===== src/rtl/sevenseg_mux_decoder_if.sv =====
// Display-path bundle between a two-digit multiplexed 7-segment driver and its decoder.
//   en1_n, en2_n : digit-0 / digit-1 selects, active-low
//   seg          : segment lines {a,b,c,d,e,f,g}, active-high, a = MSB
//   dp           : decimal point, active-high
//   data         : last reassembled byte {hi,lo}
//   data_valid   : one-cycle pulse when data updates
//   data_changed : one-cycle pulse with data_valid when the byte differs from the previous one
//   dp_out       : dp captured with the latest accepted digit
//   code_err     : one-cycle pulse when an accepted pattern is not a hex glyph
// master = the side driving the display pins, slave = the decoder.
interface sevenseg_mux_decoder_if;
    logic       en1_n;
    logic       en2_n;
    logic [6:0] seg;
    logic       dp;
    logic [7:0] data;
    logic       data_valid;
    logic       data_changed;
    logic       dp_out;
    logic       code_err;

    modport master (
        output en1_n, en2_n, seg, dp,
        input  data, data_valid, data_changed, dp_out, code_err
    );

    modport slave (
        input  en1_n, en2_n, seg, dp,
        output data, data_valid, data_changed, dp_out, code_err
    );
endinterface


===== src/rtl/sevenseg_mux_decoder.sv =====
// Receive-side decoder for a two-digit multiplexed 7-segment display.
// Synchronizes the display pins, waits for each mux phase to settle, decodes the
// segment glyph back to a hex nibble and reassembles the displayed byte.
//   CLK : system clock
//   rst : synchronous active-high reset
//   bus : sevenseg_mux_decoder_if.slave (display pins in, decoded byte and pulses out)
module sevenseg_mux_decoder #(
    parameter int unsigned SYNC_STAGES   = 2,
    parameter int unsigned SETTLE_CYCLES = 16,
    parameter int unsigned CNT_W         = 8
) (
    input  logic                  CLK,
    input  logic                  rst,
    sevenseg_mux_decoder_if.slave bus
);

    localparam int unsigned VEC_W = 10;
    localparam logic [CNT_W-1:0] CNT_MAX = CNT_W'(SETTLE_CYCLES - 1);

    localparam logic [1:0] SEL_NONE = 2'd0;
    localparam logic [1:0] SEL_LO   = 2'd1;
    localparam logic [1:0] SEL_HI   = 2'd2;

    // Sampled vector layout: {en1_n, en2_n, seg[6:0], dp}
    logic [VEC_W-1:0] raw_vec_c;
    logic [VEC_W-1:0] s_vec_c;
    logic [VEC_W-1:0] p_vec;

    logic [CNT_W-1:0] cnt_q;
    logic             accepted_q;

    logic [1:0]       sel_c;
    logic             stable_c;
    logic             accept_c;
    logic             glyph_ok_c;
    logic [3:0]       nibble_c;

    logic [3:0]       lo_q;
    logic [3:0]       hi_q;
    logic             got_lo_q;
    logic             got_hi_q;

    logic [7:0]       data_q;
    logic             data_valid_q;
    logic             data_changed_q;
    logic             dp_out_q;
    logic             code_err_q;

    assign raw_vec_c = {bus.en1_n, bus.en2_n, bus.seg, bus.dp};

    // Input synchronizer chain; zero stages passes the pins straight through.
    generate
        if (SYNC_STAGES == 0) begin : g_nosync
            assign s_vec_c = raw_vec_c;
        end else begin : g_sync
            logic [VEC_W-1:0] sync_q [SYNC_STAGES];

            always_ff @(posedge CLK) begin
                if (rst) begin
                    for (int i = 0; i < int'(SYNC_STAGES); i++) begin
                        sync_q[i] <= '0;
                    end
                end else begin
                    sync_q[0] <= raw_vec_c;
                    for (int i = 1; i < int'(SYNC_STAGES); i++) begin
                        sync_q[i] <= sync_q[i-1];
                    end
                end
            end

            assign s_vec_c = sync_q[SYNC_STAGES-1];
        end
    endgenerate

    // Select decode: exactly one enable low picks a digit, anything else is idle.
    always_comb begin
        sel_c = SEL_NONE;
        case (s_vec_c[9:8])
            2'b01:   sel_c = SEL_LO;
            2'b10:   sel_c = SEL_HI;
            default: sel_c = SEL_NONE;
        endcase
    end

    assign stable_c = (s_vec_c == p_vec);

    // One acceptance per settled phase: the counter saturates and accepted_q blocks repeats.
    assign accept_c = stable_c && (sel_c != SEL_NONE) && (cnt_q == CNT_MAX) && !accepted_q;

    // Segment pattern to hex nibble.
    always_comb begin
        glyph_ok_c = 1'b1;
        nibble_c   = 4'h0;
        case (s_vec_c[7:1])
            7'b1111110: nibble_c = 4'h0;
            7'b0110000: nibble_c = 4'h1;
            7'b1101101: nibble_c = 4'h2;
            7'b1111001: nibble_c = 4'h3;
            7'b0110011: nibble_c = 4'h4;
            7'b1011011: nibble_c = 4'h5;
            7'b1011111: nibble_c = 4'h6;
            7'b1110000: nibble_c = 4'h7;
            7'b1111111: nibble_c = 4'h8;
            7'b1111011: nibble_c = 4'h9;
            7'b1110111: nibble_c = 4'hA;
            7'b0011111: nibble_c = 4'hB;
            7'b1001110: nibble_c = 4'hC;
            7'b0111101: nibble_c = 4'hD;
            7'b1001111: nibble_c = 4'hE;
            7'b1000111: nibble_c = 4'hF;
            default:    glyph_ok_c = 1'b0;
        endcase
    end

    // Stability counter and acceptance latch.
    always_ff @(posedge CLK) begin
        if (rst) begin
            p_vec      <= '0;
            cnt_q      <= '0;
            accepted_q <= 1'b0;
        end else begin
            p_vec <= s_vec_c;
            if (!stable_c) begin
                cnt_q      <= '0;
                accepted_q <= 1'b0;
            end else if (sel_c == SEL_NONE) begin
                cnt_q <= '0;
            end else if (cnt_q < CNT_MAX) begin
                cnt_q <= cnt_q + CNT_W'(1);
            end
            if (accept_c) begin
                accepted_q <= 1'b1;
            end
        end
    end

    // Frame assembly. Completion works from the registered got flags, so an
    // acceptance in the same cycle lands its flag after the clear.
    always_ff @(posedge CLK) begin
        if (rst) begin
            lo_q           <= 4'h0;
            hi_q           <= 4'h0;
            got_lo_q       <= 1'b0;
            got_hi_q       <= 1'b0;
            data_q         <= 8'h00;
            data_valid_q   <= 1'b0;
            data_changed_q <= 1'b0;
            dp_out_q       <= 1'b0;
            code_err_q     <= 1'b0;
        end else begin
            data_valid_q   <= 1'b0;
            data_changed_q <= 1'b0;
            code_err_q     <= 1'b0;

            if (got_lo_q && got_hi_q) begin
                data_q         <= {hi_q, lo_q};
                data_valid_q   <= 1'b1;
                data_changed_q <= ({hi_q, lo_q} != data_q);
                got_lo_q       <= 1'b0;
                got_hi_q       <= 1'b0;
            end

            if (accept_c) begin
                if (glyph_ok_c) begin
                    if (sel_c == SEL_LO) begin
                        lo_q     <= nibble_c;
                        got_lo_q <= 1'b1;
                    end else begin
                        hi_q     <= nibble_c;
                        got_hi_q <= 1'b1;
                    end
                    dp_out_q <= s_vec_c[0];
                end else begin
                    // Bad glyph poisons the whole frame.
                    code_err_q <= 1'b1;
                    got_lo_q   <= 1'b0;
                    got_hi_q   <= 1'b0;
                end
            end
        end
    end

    assign bus.data         = data_q;
    assign bus.data_valid   = data_valid_q;
    assign bus.data_changed = data_changed_q;
    assign bus.dp_out       = dp_out_q;
    assign bus.code_err     = code_err_q;

endmodule


===== src/flat_wrapper.sv =====
// flat-port wrapper written by rule: the top's interface ports become plain ports
module sevenseg_mux_decoder_flat 
#(
    parameter int unsigned SYNC_STAGES   = 2,
    parameter int unsigned SETTLE_CYCLES = 16,
    parameter int unsigned CNT_W         = 8
)
  (CLK, rst, bus_en1_n, bus_en2_n, bus_seg, bus_dp, bus_data, bus_data_valid, bus_data_changed, bus_dp_out, bus_code_err);
  sevenseg_mux_decoder_if bus_i ();
  input  logic CLK;
  input  logic rst;
  input wire logic [$bits(bus_i.en1_n)-1:0] bus_en1_n;
  input wire logic [$bits(bus_i.en2_n)-1:0] bus_en2_n;
  input wire logic [$bits(bus_i.seg)-1:0] bus_seg;
  input wire logic [$bits(bus_i.dp)-1:0] bus_dp;
  output wire logic [$bits(bus_i.data)-1:0] bus_data;
  output wire logic [$bits(bus_i.data_valid)-1:0] bus_data_valid;
  output wire logic [$bits(bus_i.data_changed)-1:0] bus_data_changed;
  output wire logic [$bits(bus_i.dp_out)-1:0] bus_dp_out;
  output wire logic [$bits(bus_i.code_err)-1:0] bus_code_err;
  assign bus_i.en1_n = bus_en1_n;
  assign bus_i.en2_n = bus_en2_n;
  assign bus_i.seg = bus_seg;
  assign bus_i.dp = bus_dp;
  assign bus_data = bus_i.data;
  assign bus_data_valid = bus_i.data_valid;
  assign bus_data_changed = bus_i.data_changed;
  assign bus_dp_out = bus_i.dp_out;
  assign bus_code_err = bus_i.code_err;
  sevenseg_mux_decoder #(.SYNC_STAGES(SYNC_STAGES), .SETTLE_CYCLES(SETTLE_CYCLES), .CNT_W(CNT_W)) u_core (.CLK(CLK), .rst(rst), .bus(bus_i));
endmodule

===== config.mk =====
export PLATFORM = sky130hd
export DESIGN_NAME = sevenseg_mux_decoder_flat
export DESIGN_NICKNAME = d
export VERILOG_FILES = /design/src/rtl/sevenseg_mux_decoder_if.sv /design/src/rtl/sevenseg_mux_decoder.sv /design/src/flat_wrapper.sv
export SDC_FILE = /design/constraint.sdc
export NUM_CORES = 1
export LEC_CHECK = 0
export ABC_AREA = 0
export CORE_ASPECT_RATIO = 1.4
export CORE_MARGIN = 2
export CORE_UTILIZATION = 57
export CTS_CLUSTER_DIAMETER = 100
export DETAILED_ROUTE_END_ITERATION = 7
export GPL_ROUTABILITY_DRIVEN = 0
export PLACE_DENSITY = 0.82
export SLEW_MARGIN = 20
export SYNTH_ARGS = -nofsm -noshare
export SYNTH_HDL_FRONTEND = slang
export SYNTH_SLANG_ARGS = --single-unit

===== constraint.sdc =====
create_clock -name CLK -period 6.3 [get_ports CLK]
set_clock_uncertainty 0.15 [all_clocks]
set_input_delay 1.26 -clock CLK [delete_from_list [all_inputs] [get_ports CLK]]
set_output_delay 1.26 -clock CLK [all_outputs]
set_load 0.03 [all_outputs]

; ---- After elaboration in Yosys (flattened, before gate mapping)
; Memory sizes are Yosys's and may differ from the RTL's.
; Cells that the tools add are included.
[word_totals]
register_bits = 41
mem_bits_rw = 20
inputBits = 12
out_inout_bits = 12
elab_cells = 78
memories = 1
[memory_table]
columns = memory, words, width, read_ports, rd_ports_with_merged_regs, wr, line_no
row1 = u_core.g_sync.sync_q, 2, 10, 2, 0, 2, sevenseg_mux_decoder.sv:56  ; logic [VEC_W-1:0] sync_q [SYNC_STAGES];
[classes]
add_sub_neg = 1
n_lt_le_gt_ge = 1
eq_ne = 23
mux = 20
n_bitwise = 6
reduce_logical = 14
[ops]
columns = operator, count
row1 = "7-bit equality test, second input constant", 12
row2 = 4-bit one-hot mux with 15 select lines, 1
row3 = "7-bit by 6-bit equality test with 1-bit output, second input constant", 3
row4 = 10-bit two-way mux, 2
row5 = 1-bit two-way mux, 16
row6 = 16-bit OR reduction, 1
row7 = 10-bit equality test, 1
row8 = "8-bit by 1-bit adder with 8-bit output, second input constant", 1
row9 = "8-bit by 4-bit equality test with 1-bit output, second input constant", 1
row10 = "8-bit by 4-bit less-than comparator with 1-bit output, second input constant", 1
row11 = 8-bit != test, 1
row12 = "7-bit by 5-bit equality test with 1-bit output, second input constant", 1
row13 = 3-bit AND reduction, 2
row14 = "2-bit by 1-bit equality test with 1-bit output, second input constant", 2
row15 = 1-bit logical AND, 4
row16 = 1-bit NOT, 4
row17 = 2-bit one-hot mux with 2 select lines, 1
row18 = 2-bit OR reduction, 2
row19 = 3-bit OR reduction, 1
row20 = "2-bit equality test, second input constant", 1
row21 = 2-bit zero test, 1
row22 = "2-bit != test, second input constant", 1
row23 = 1-bit bitwise OR, 2
row24 = 2-bit AND reduction, 1
row25 = 2 further kinds, 2

; ---- Depth between registers and ports, before layout
[depth]
depth_word = 8
depth_mapped = 7
ltp_nobuf = 6

; ---- Worst setup path before layout
; OpenSTA, ideal clock, no wires.
[synth_timing]
path_type = input -> register
start = input port rst
end = register u_core.dp_out_q, in the netlist u_core.bus.dp_out
setup_time_ps = 62
arrival_ps = 2030
t_required_ps = 6088
path_slack_ps = 4058
cell_stages = 3
n_path_buf = 0
cell_sequence = nor2b_1 or4b_2 nand3_1
[synth_rtl]
columns = element, line_no
row1 = from (decl), flat_wrapper.sv:11  ; input logic rst;
row2 = to (signal assigned), sevenseg_mux_decoder.sv:172  ; dp_out_q <= s_vec_c[0];
row3 = to (decl), sevenseg_mux_decoder.sv:46  ; logic dp_out_q;

==> flow_metrics.py <==
metrics = {
    "status": {
        "status": "finished, final reports clean",
    },
    "synthesis": {
        "synth_xor_area_share_pct": 6.57,
        "synth_top_family_by_area": "simple AND/OR/NAND/NOR gates",
        "synth_fa_ha_area_share_pct": 0.894,
        "yosys.area_share.simple_pct": 31.9,
        "synth_cell_types": 52,
        "async_flop_share_pct": 0,
        "synth_area_um2": 2800,
        "synth_cells": 308,
        "synth_edf_count": 0,
        "ys_ff_latch": 61,
        "synth-warning-count": 0,
        "synthMuxAreaShare_pct": 0.357,
        "yosysSeqAreaShare_pct": 43.6,
        "synth-compound-area-share_pct": 12.1,
        "synth_flop_cell": "dfxtp_1",
        "synth_nets": 322,
        "syn_area_per_cell_um2": 9.09,
    },
    "power": {
        "power_leakage_nw": 1.18,
        "power.density_nw_per_um2": 248,
        "ir_worst_vdd_mv": 0.217,
        "power_mw": 0.796,
    },
    "routing": {
        "detail_route.wl_per_cell_um": 13.4,
        "ant_nets": 0,
        "drt_iter0_drc": 143,
        "dr.pass1.iters": 4,
        "drc": 0,
        "routed_wl_um": 5220,
        "vias": 2234,
        "via_per_inst": 5.71,
    },
    "clock_tree": {
        "cts_resized": 0,
        "clk_latency_ps": 340,
        "cts_sinks": 61,
        "cts_setup_buffers": 0,
        "cts_buffers": 9,
        "clock_path_buffers": 2,
        "cts_tree": "yes",
        "clkSlewWorstSetupHoldPaths_ps": 60,
        "postCtsHoldBufs": 0,
        "cts-htree-levels": 3,
        "root_buffer": "clkbuf_8",
    },
    "grt": {
        "grt_max_degree": 54,
        "grt_first_pass_wirelength_um": 8890,
        "antenna_found_initial": 0,
        "overflow": 0,
        "grt_pass1_vias": 1947,
        "grt_use_total_pct": 21.0,
    },
    "timing": {
        "tightest_slew_ps": 862,
        "timing.fmax_mhz": 347,
        "rsz0062_at_grt": "no",
        "setup_viol": 0,
        "hold_viol_final": 0,
        "fin_crit_ps": 2890,
        "relSlewSlack_pct": 42.5,
        "fin_crit_sh_pct": 45.8,
        "drv_slew": 0,
        "fin_setup_tns_ps": 0,
    },
    "final_layout": {
        "drive_gt1_share_pct": 9.79,
        "nFillCells": 421,
        "multi_input_area_um2": 1450,
        "antenna_cells": 0,
        "fin_nets": 336,
        "area_growth_pct": 14.4,
        "register_area_um2": 1220,
    },
    "die": {
        "rows": 30,
        "io_pins": 24,
        "die-area_um2": 5500,
        "die_y_um": 86.9,
        "core_area_um2": 4800,
        "start_util_pct": 58.3,
        "die_w_um": 63.2,
    },
    "critical_path": {
        "critPathKind": "in2reg",
        "reg2reg_to": "u_core.lo_q[1]$_SDFFE_PP0P_",
        "start_kind": "input pin",
        "critPathRequiredTime_ps": 6380,
        "rr_worst_depth": 5,
        "cp-endpoint": "u_core.lo_q[1]$_SDFFE_PP0P_",
        "critPathMaxStageDelay_ps": 650,
        "rrSetupSlack_ps": 3690,
        "cp_slowest_cell": "buf_2",
        "worstPathArrival_ps": 2970,
        "crit_fanout": 53,
        "crit_start": "rst",
        "crit_chain": "buf_2 > inv_1 > nand2_1 > a31oi_1 > o21a_1 > a31o_1",
        "regToRegStartpoint": "u_core.g_sync.sync_q[0][17]$_SDFF_PP0_",
        "endpoint_kind": "flip-flop",
    },
    "placement": {
        "dp_hpwl_um": 3530,
        "io_buffers": 23,
    },
    "min_path": {
        "hold_class": "reg2reg",
        "worstHoldStart": "u_core.g_sync.sync_q[0][8]$_SDFF_PP0_",
    },
    "job": {
        "drv_cap": 0,
    },
}
worst min-delay path by stage:
stage / to / slack [ps] / cells past startpoint
2_1_floorplan: u_core.g_sync.sync_q[0][10]$_SDFF_PP0_ / 260 / 1
4_1_cts: u_core.g_sync.sync_q[0][12]$_SDFF_PP0_ / 290 / 1
6_report: u_core.g_sync.sync_q[0][18]$_SDFF_PP0_ / 290 / 1
3_5_place_dp: u_core.g_sync.sync_q[0][12]$_SDFF_PP0_ / 270 / 1
3_3_place_gp: u_core.g_sync.sync_q[0][11]$_SDFF_PP0_ / 270 / 1
5_1_grt: u_core.g_sync.sync_q[0][19]$_SDFF_PP0_ / 310 / 1
layout make-up:
type / count / share of cell area, %
Clock buffer: 9 / 3.87
Clock inverter: 7 / 2.07
Inverter: 10 / 1.17
Multi-Input combinational cell: 217 / 45.3
Sequential cell: 61 / 38.1
Tap cell: 64 / 2.50
Timing Repair Buffer: 23 / 7.03
Yosys cell counts, types with 3 or more instances:
cell type  count  area (um^2)
inv_1         10         37.5
or2_2          3         18.8
or3_1          6         37.5
nand2_1       24         90.1
o21ai_0        7         35.0
xor2_1        10         87.6
o21ai_1        3         15.0
o211ai_1       9         67.6
xnor2_1       11         96.3
clkbuf_1      13         48.8
dfxtp_1       61         1220
o311ai_1       5         43.8
and3b_1        5         43.8
nor2_1        12         45.0
a21oi_1       13         65.1
nand3_1       19         95.1
nor2b_1       28          175
nand4_1        4         25.0
and2_1         5         31.3
buf_2          5         25.0
nor4_1         9         56.3
nor4_4         3         63.8
flip-flops by register name (all words and copies together), names as in the netlist:
signal                   flops
u_core.bus.dp_out            1
u_core.got_hi_q              1
u_core.got_lo_q              1
u_core.lo_q                  4
u_core.bus.data_changed      1
u_core.accepted_q            1
u_core.hi_q                  4
u_core.cnt_q                 8
u_core.bus.data_valid        1
u_core.bus.code_err          1
u_core.g_sync.sync_q        20
u_core.p_vec                10
u_core.bus.data              8
cell families (layout without fill, tap and decap cells):
logic type | Yosys count | in the layout
adders and majority gates | 2 | 2
and+or+nand+nor | 142 | 142
AOI/OAI and AO/OA | 51 | 51
muxes | 1 | 1
DFF | 61 | 61
xor gates and xnor gates | 21 | 21
buffers and inverters | 30 | 49
report_power, final:
| group | switching (mW) | internal [mW] | total [mW] |
|---|---|---|---|
| Clock | 0.149 | 0.180 | 0.329 |
| Combinational | 0.0287 | 0.0260 | 0.0547 |
| Sequential | 0.0145 | 0.398 | 0.412 |
| Total | 0.192 | 0.604 | 0.796 |
metrics by stage:
step                cells  hold WS (ps)  setup slack [ps]  util (%)  area, um^2
finish                391           286              3410      66.7        3200
global route          391           307              3240      66.7        3200
CTS                   391           289              3420      66.7        3200
detailed placement    375           273              3050      62.7        3010
global placement      375           268              3090      62.7        3010
floorplan             308           264              4060         -        2800
worst max-delay path, delay by kind of cell:
family                 cells  cell delay [ps]
buffers and inverters      2             1040
AO/OA/AOI/OAI              3              440
AND/OR/NAND/NOR            1              210
metal layers:
metal,vias up,GRT usage [%],part of all wire [%]
li1,1126,-,-
met1,1048,24.2,43
met2,48,34.3,50
met3,12,6.08,4.3
met4,0,13.2,2.7
met5,-,0,0
cell usage in the layout, fill, tap and decap left out, types with 3 or more instances in the layout:
master,synthesis,final
xor2_1,10,10
nor2b_1,28,28
o21ai_1,3,3
clkbuf_8,1,9
or2_2,3,3
and3b_1,5,5
xnor2_1,11,11
or3_1,6,6
a21oi_1,13,13
nor2_1,12,12
clkdlybuf4s50_1,0,22
nor4_4,3,3
nand4_1,4,4
o21ai_0,7,7
and2_1,5,5
nor4_1,9,9
dfxtp_1,61,61
clkinv_2,0,4
o311ai_1,5,5
nand3_1,19,19
nand2_1,24,24
inv_1,10,10
o211ai_1,9,9
Note: power is estimated with default switching activity, not from simulation.
